--- config.mk ---
export PLATFORM = sky130hd
export DESIGN_NAME = uart_baud_ctrl
export DESIGN_NICKNAME = d
export VERILOG_FILES = /design/src/rtl/uart_baud_ctrl.sv
export SDC_FILE = /design/constraint.sdc
export NUM_CORES = 1
export LEC_CHECK = 0
export ABC_CLOCK_PERIOD_IN_PS = 1900
export CAP_MARGIN = 0
export CORE_ASPECT_RATIO = 0.7
export CORE_MARGIN = 10
export CORE_UTILIZATION = 47
export CTS_CLUSTER_SIZE = 12
export DETAILED_ROUTE_END_ITERATION = 12
export GPL_ROUTABILITY_DRIVEN = 0
export GPL_TIMING_DRIVEN = 0
export PLACE_DENSITY = 0.8
export SETUP_SLACK_MARGIN = 0.4
export SLEW_MARGIN = 5
export SYNTH_ARGS = -nofsm -noshare
export SYNTH_HDL_FRONTEND = slang
export SYNTH_SLANG_ARGS = --single-unit
--- constraint.sdc ---
create_clock -name clk_i -period 1.9 [get_ports clk_i]
set_clock_uncertainty 0.15 [all_clocks]
set_input_delay 0.38 -clock clk_i [delete_from_list [all_inputs] [get_ports clk_i]]
set_output_delay 0.38 -clock clk_i [all_outputs]
set_load 0.02 [all_outputs]
--- src/rtl/uart_baud_ctrl.sv ---
// Divisor latch and tick scheduler for the UART baud-rate generator: bytewise shadow latch,
// idle-gated commit FSM and the TX bit / RX mid-bit dividers of the oversample tick.
module uart_baud_ctrl #(
    parameter int unsigned DIV_W = 16,
    parameter int unsigned OVS   = 16,
    parameter int unsigned OVS_W = 4
) (
    input  logic             clk_i,
    input  logic             rst_i,
    input  logic             wr_dll_i,
    input  logic             wr_dlm_i,
    input  logic [7:0]       wdata_i,
    output logic [DIV_W-1:0] dl_o,
    output logic             update_pending_o,
    output logic [DIV_W-1:0] brg_divisor_o,
    output logic             brg_enable_o,
    input  logic             brg_tick_i,
    input  logic             tx_busy_i,
    input  logic             rx_busy_i,
    input  logic             rx_start_i,
    output logic             tx_bit_tick_o,
    output logic             rx_sample_tick_o
);

    typedef enum logic [1:0] {StOff, StRun, StWaitIdle, StLoad} state_e;

    state_e            state_q, state_d;
    logic [DIV_W-1:0]  shadow_q, shadow_d;
    logic [DIV_W-1:0]  committed_q, committed_d;
    logic              pend_q, pend_d;
    logic [OVS_W-1:0]  tx_ovs_q, tx_ovs_d;
    logic [OVS_W-1:0]  rx_ovs_q, rx_ovs_d;
    logic              tx_bit_q, tx_bit_d;
    logic              rx_smp_q, rx_smp_d;

    logic wr;
    logic active;
    logic tx_wrap;
    logic rx_mid;

    assign wr      = wr_dll_i | wr_dlm_i;
    assign active  = (state_q == StRun) || (state_q == StWaitIdle);
    assign tx_wrap = (tx_ovs_q == OVS_W'(OVS - 1));
    assign rx_mid  = (rx_ovs_q == OVS_W'(OVS / 2 - 1));

    always_comb begin
        state_d = state_q;
        unique case (state_q)
            StOff:      if (pend_q) state_d = StLoad;
            StRun:      if (pend_q) state_d = StWaitIdle;
            StWaitIdle: if (!tx_busy_i && !rx_busy_i) state_d = StLoad;
            // A zero divisor parks the generator instead of running it.
            StLoad:     state_d = (shadow_q == '0) ? StOff : StRun;
            default:    state_d = StOff;
        endcase
    end

    always_comb begin
        shadow_d    = shadow_q;
        committed_d = committed_q;
        pend_d      = pend_q;
        if (wr_dll_i) shadow_d[7:0]  = wdata_i;
        if (wr_dlm_i) shadow_d[15:8] = wdata_i;
        if (state_q == StLoad) begin
            committed_d = shadow_q;
            pend_d      = wr;
        end else if (wr) begin
            pend_d = 1'b1;
        end
    end

    always_comb begin
        tx_ovs_d = tx_ovs_q;
        rx_ovs_d = rx_ovs_q;
        tx_bit_d = 1'b0;
        rx_smp_d = 1'b0;
        if (state_q == StLoad) begin
            tx_ovs_d = '0;
            rx_ovs_d = '0;
        end else if (active) begin
            if (brg_tick_i) begin
                tx_ovs_d = tx_wrap ? '0 : tx_ovs_q + 1'b1;
                tx_bit_d = tx_wrap;
            end
            // A start edge realigns the RX phase and swallows a coincident tick.
            if (rx_start_i) begin
                rx_ovs_d = '0;
            end else if (brg_tick_i) begin
                rx_ovs_d = (rx_ovs_q == OVS_W'(OVS - 1)) ? '0 : rx_ovs_q + 1'b1;
                rx_smp_d = rx_mid;
            end
        end
    end

    always_ff @(posedge clk_i or posedge rst_i) begin
        if (rst_i) begin
            state_q     <= StOff;
            shadow_q    <= '0;
            committed_q <= '0;
            pend_q      <= 1'b0;
            tx_ovs_q    <= '0;
            rx_ovs_q    <= '0;
            tx_bit_q    <= 1'b0;
            rx_smp_q    <= 1'b0;
        end else begin
            state_q     <= state_d;
            shadow_q    <= shadow_d;
            committed_q <= committed_d;
            pend_q      <= pend_d;
            tx_ovs_q    <= tx_ovs_d;
            rx_ovs_q    <= rx_ovs_d;
            tx_bit_q    <= tx_bit_d;
            rx_smp_q    <= rx_smp_d;
        end
    end

    assign dl_o             = shadow_q;
    assign update_pending_o = pend_q;
    assign brg_divisor_o    = committed_q;
    assign brg_enable_o     = (state_q == StOff) || (state_q == StLoad);
    assign tx_bit_tick_o    = tx_bit_q;
    assign rx_sample_tick_o = rx_smp_q;

endmodule

==> results of run 1 <==
## tightest hold or removal path: stages
cell and delay, ns:
buf_2 0.22, nor2_1 0.06, o21ai_0 0.07
## cell usage after synthesis, drive strengths merged, types with 2 or more instances
| cell type | count |
|---|---|
| o21ai | 12 |
| nand2b | 2 |
| nand3b | 2 |
| nor2 | 5 |
| dfrtp | 45 |
| ha | 7 |
| inv | 7 |
| nand3 | 3 |
| buf | 4 |
| nor4 | 3 |
| a21oi | 3 |
| or2 | 2 |
| mux2 | 32 |
| nor3 | 3 |
| a22o | 2 |
| nand2 | 10 |
## logic make-up (layout without fill, tap and decap cells)
kind of cell / Yosys count / count (layout)
buf+inv: 11 / 77
fa+ha+maj: 7 / 7
compound gates: 24 / 24
flops: 45 / 45
mux: 32 / 32
simple gates: 30 / 30
## final cells by class
type	instances	area, um^2
tap	52	65.1
clock buffer	7	86.3
timing repair buffer	59	453
inverter	7	30.0
fill	305	1300
buffer	4	32.5
sequential	45	1130
multi-input combinational	93	856
## power by group through the flow
stage	Clock, mW	Combinational (mW)	Sequential, mW
final	0.585	1.86	1.42
after global routing	0.637	1.99	1.47
after CTS	0.590	1.80	1.42
after detailed placement	0	1.64	1.45
after global placement	0	1.60	1.43
after floorplan	0	0.689	1.68
## layer usage
layer	global-route usage (%)	wire length, um
met5	0	0
met4	4.66	57
met3	5.80	367
met2	26.0	2650
met1	16.1	1980
## flip-flops by register name, summed over array words and instances, names as in the netlist
signal	count
brg_divisor_o	16
dl_o	16
rx_ovs_q	4
rx_sample_tick_o	1
state_q	2
tx_bit_tick_o	1
tx_ovs_q	4
update_pending_o	1
## repair_timing
action / 4_1_cts / 5_1_grt
hold buffers: 0 / 0
pin swaps: 3 / 6
endpoints found under the setup margin: 62 / 41
endpoints found under the hold margin: 0 / 0
cloned: 0 / 0
resized for setup: 141 / 25
buffers inserted: 7 / 3
## placed cells by master, fill, tap and decap left out, drive strengths merged, types with 2 or more instances in the layout
| master | n |
|---|---|
| a21oi | 3 |
| a22o | 2 |
| buf | 38 |
| clkbuf | 9 |
| clkdlybuf4s15 | 10 |
| clkdlybuf4s50 | 12 |
| dfrtp | 45 |
| ha | 7 |
| inv | 6 |
| mux2 | 32 |
| nand2 | 10 |
| nand2b | 2 |
| nand3 | 3 |
| nand3b | 2 |
| nor2 | 5 |
| nor3 | 3 |
| nor4 | 3 |
| o21ai | 12 |
| or2 | 2 |
## worst paths after layout
check	from	slack, ns	end
max	state_q[1]	0.21	brg_enable_o
min	wr_dll_i	0.33	update_pending_o
max reg2reg	state_q[0]	0.24	rx_ovs_q[3]
min reg2reg	brg_divisor_o[15]	0.36	brg_divisor_o[15]
max in group asynchronous	rst_i	0.62	brg_divisor_o[2]
min in group asynchronous	rst_i	0.47	rx_sample_tick_o
## per-stage QoR
step / worst slack [ns] / power, mW / instance area, um^2 / setup TNS, ns
after global routing: 0.171 / 4.09 / 2650 / 0
after global placement: -0.0588 / 3.03 / 2490 / -0.0588
final: 0.209 / 3.86 / 2650 / 0
after CTS: 0.211 / 3.82 / 2640 / 0
after detailed placement: -0.0740 / 3.09 / 2490 / -0.0800
after floorplan: 0.381 / 2.37 / 1940 / 0
==> results.sh, run 1 <==
export IMPL_grt_max_degree=46
export IMPL_cp_top_family="flip-flops"
export IMPL_hold_path_class="in -> reg"
export IMPL_hold_depth=3
export IMPL_pin_count=52
export IMPL_rsz0062_at_grt="true"
export IMPL_nets=238
export IMPL_muxShareOfSynthArea_pct=18.7
export IMPL_grt_pass1_wl_mm=8.05
export IMPL_drive_gt1_share_pct=51.6
export IMPL_fin_cells=267
export IMPL_path_class="reg -> out"
export IMPL_worst_pin_slew_ns=0.925
export IMPL_antenna_found_initial=0
export IMPL_viasPerCell=5.37
export IMPL_final_period_utilization_pct=89.0
export IMPL_synth_top_area_cell="dfrtp_1"
export IMPL_cp_depth=4
export IMPL_die_y_um=73.6
export IMPL_arrival_ns=1.16
export IMPL_relSlewSlack_pct=38.2
export IMPL_synth_distinct_cells=27
export IMPL_dr_pass1_iters=4
export IMPL_p_clk_share_pct=15.1
export IMPL_required_ns=1.37
export IMPL_clk_path_buf_depth=2
export IMPL_drcViolationCount=0
export IMPL_cts_sinks=45
export IMPL_clk_latency_ns=0.30
export IMPL_cts_tree="yes"
export IMPL_synth_compound_area_share_pct=7.79
export IMPL_avgSynthCellArea_um2=12.9
export IMPL_first_iter_violations=61
export IMPL_outcome="completed"
export IMPL_grt_pass1_vias=1602
export IMPL_cp_start_kind="flip-flop"
export IMPL_synth_top_family_by_area="multiplexers"
export IMPL_min_period_ns=1.69
export IMPL_max_vdd_ir_drop_uv=893
export IMPL_synth_seq_cells=45
export IMPL_slowest_delay_ns=0.38
export IMPL_overflow=0
export IMPL_finalSetupViolCount=0
export IMPL_routed_wl_mm=5.06
export IMPL_slowest_stage="dfrtp_1"
export IMPL_postRouteAntennaNets=0
export IMPL_synthAdderAreaFrac_pct=4.54
export IMPL_power_frac_seq_pct=36.8
export IMPL_dp_hpwl_mm=3.51
export IMPL_ys_seq_area_share_pct=58.4
export IMPL_slew_viol_final=0
export IMPL_worst_path_buf_inv=3
export IMPL_io_buffer_count=49
export IMPL_fin_hold_ws_ns=0.333
export IMPL_via_count=1433
export IMPL_worstRegToRegCells=6
export IMPL_synth_main_ff_cell="dfrtp_1"
export IMPL_die_x_um=96.6
export IMPL_post_drt_wl_per_cell_um=18.9
export IMPL_dieArea_um2=7110
export IMPL_cts_root_buf="clkbuf_8"
export IMPL_clkTransAtPathRegs_ns=0.08
export IMPL_p_leak_nw=1.17
export IMPL_dp_cells=250
export IMPL_fmax_mhz=591
export IMPL_crit_path_max_fanout=2
export IMPL_power_internal_mw=2.40
export IMPL_switching_power_mw=1.46
export IMPL_num_rows=19
export IMPL_synth_cells=149
export IMPL_initial_core_util_pct=48.9
export IMPL_hold_viol_final=0
export IMPL_synthSimpleGateAreaFrac_pct=8.18
export IMPL_p_comb_share_pct=48.0
export IMPL_swShare_pct=37.8
export IMPL_synth_area_top_cells="dfrtp_1 58%, mux2_2 19%, ha_1 4.5%"
export IMPL_critPathMostFrequentCell="inv_2"
export IMPL_synth_top_cell_area_share_pct=58.4
export IMPL_powerDensity_nw_per_um2=1460
export IMPL_synthXorXnorAreaFrac_pct=0
export IMPL_netlist_area_um2=1930
export IMPL_ys_warn_count=0
export IMPL_track_usage_pct=14.8
export IMPL_core_um2=3950
export IMPL_synthArstFlopShare_pct=100
export IMPL_final_util_pct=67.1
export IMPL_cts_max_level=2
export IMPL_synth_edf_count=0
export IMPL_endpoint_kind="output pin"
export IMPL_numCtsBuffers=5
export IMPL_areaGrowthSynthToFinish_pct=37.4
export IMPL_drv_cap=0
export IMPL_crit_chain="inv_2, ha_4, inv_2, buf_6"
export IMPL_n_antenna_cell=0
export IMPL_syn_nets=172
No activity file was read; power rests on OpenSTA's default activity.
==> run 2, diff against run 1 <==
- HOLD_SLACK_MARGIN: unset -> 0.05
- TNS_END_PERCENT: unset -> 100
==> results of run 2 <==
Same layout as run 1: the final DEF is identical, and so are final timing and power.
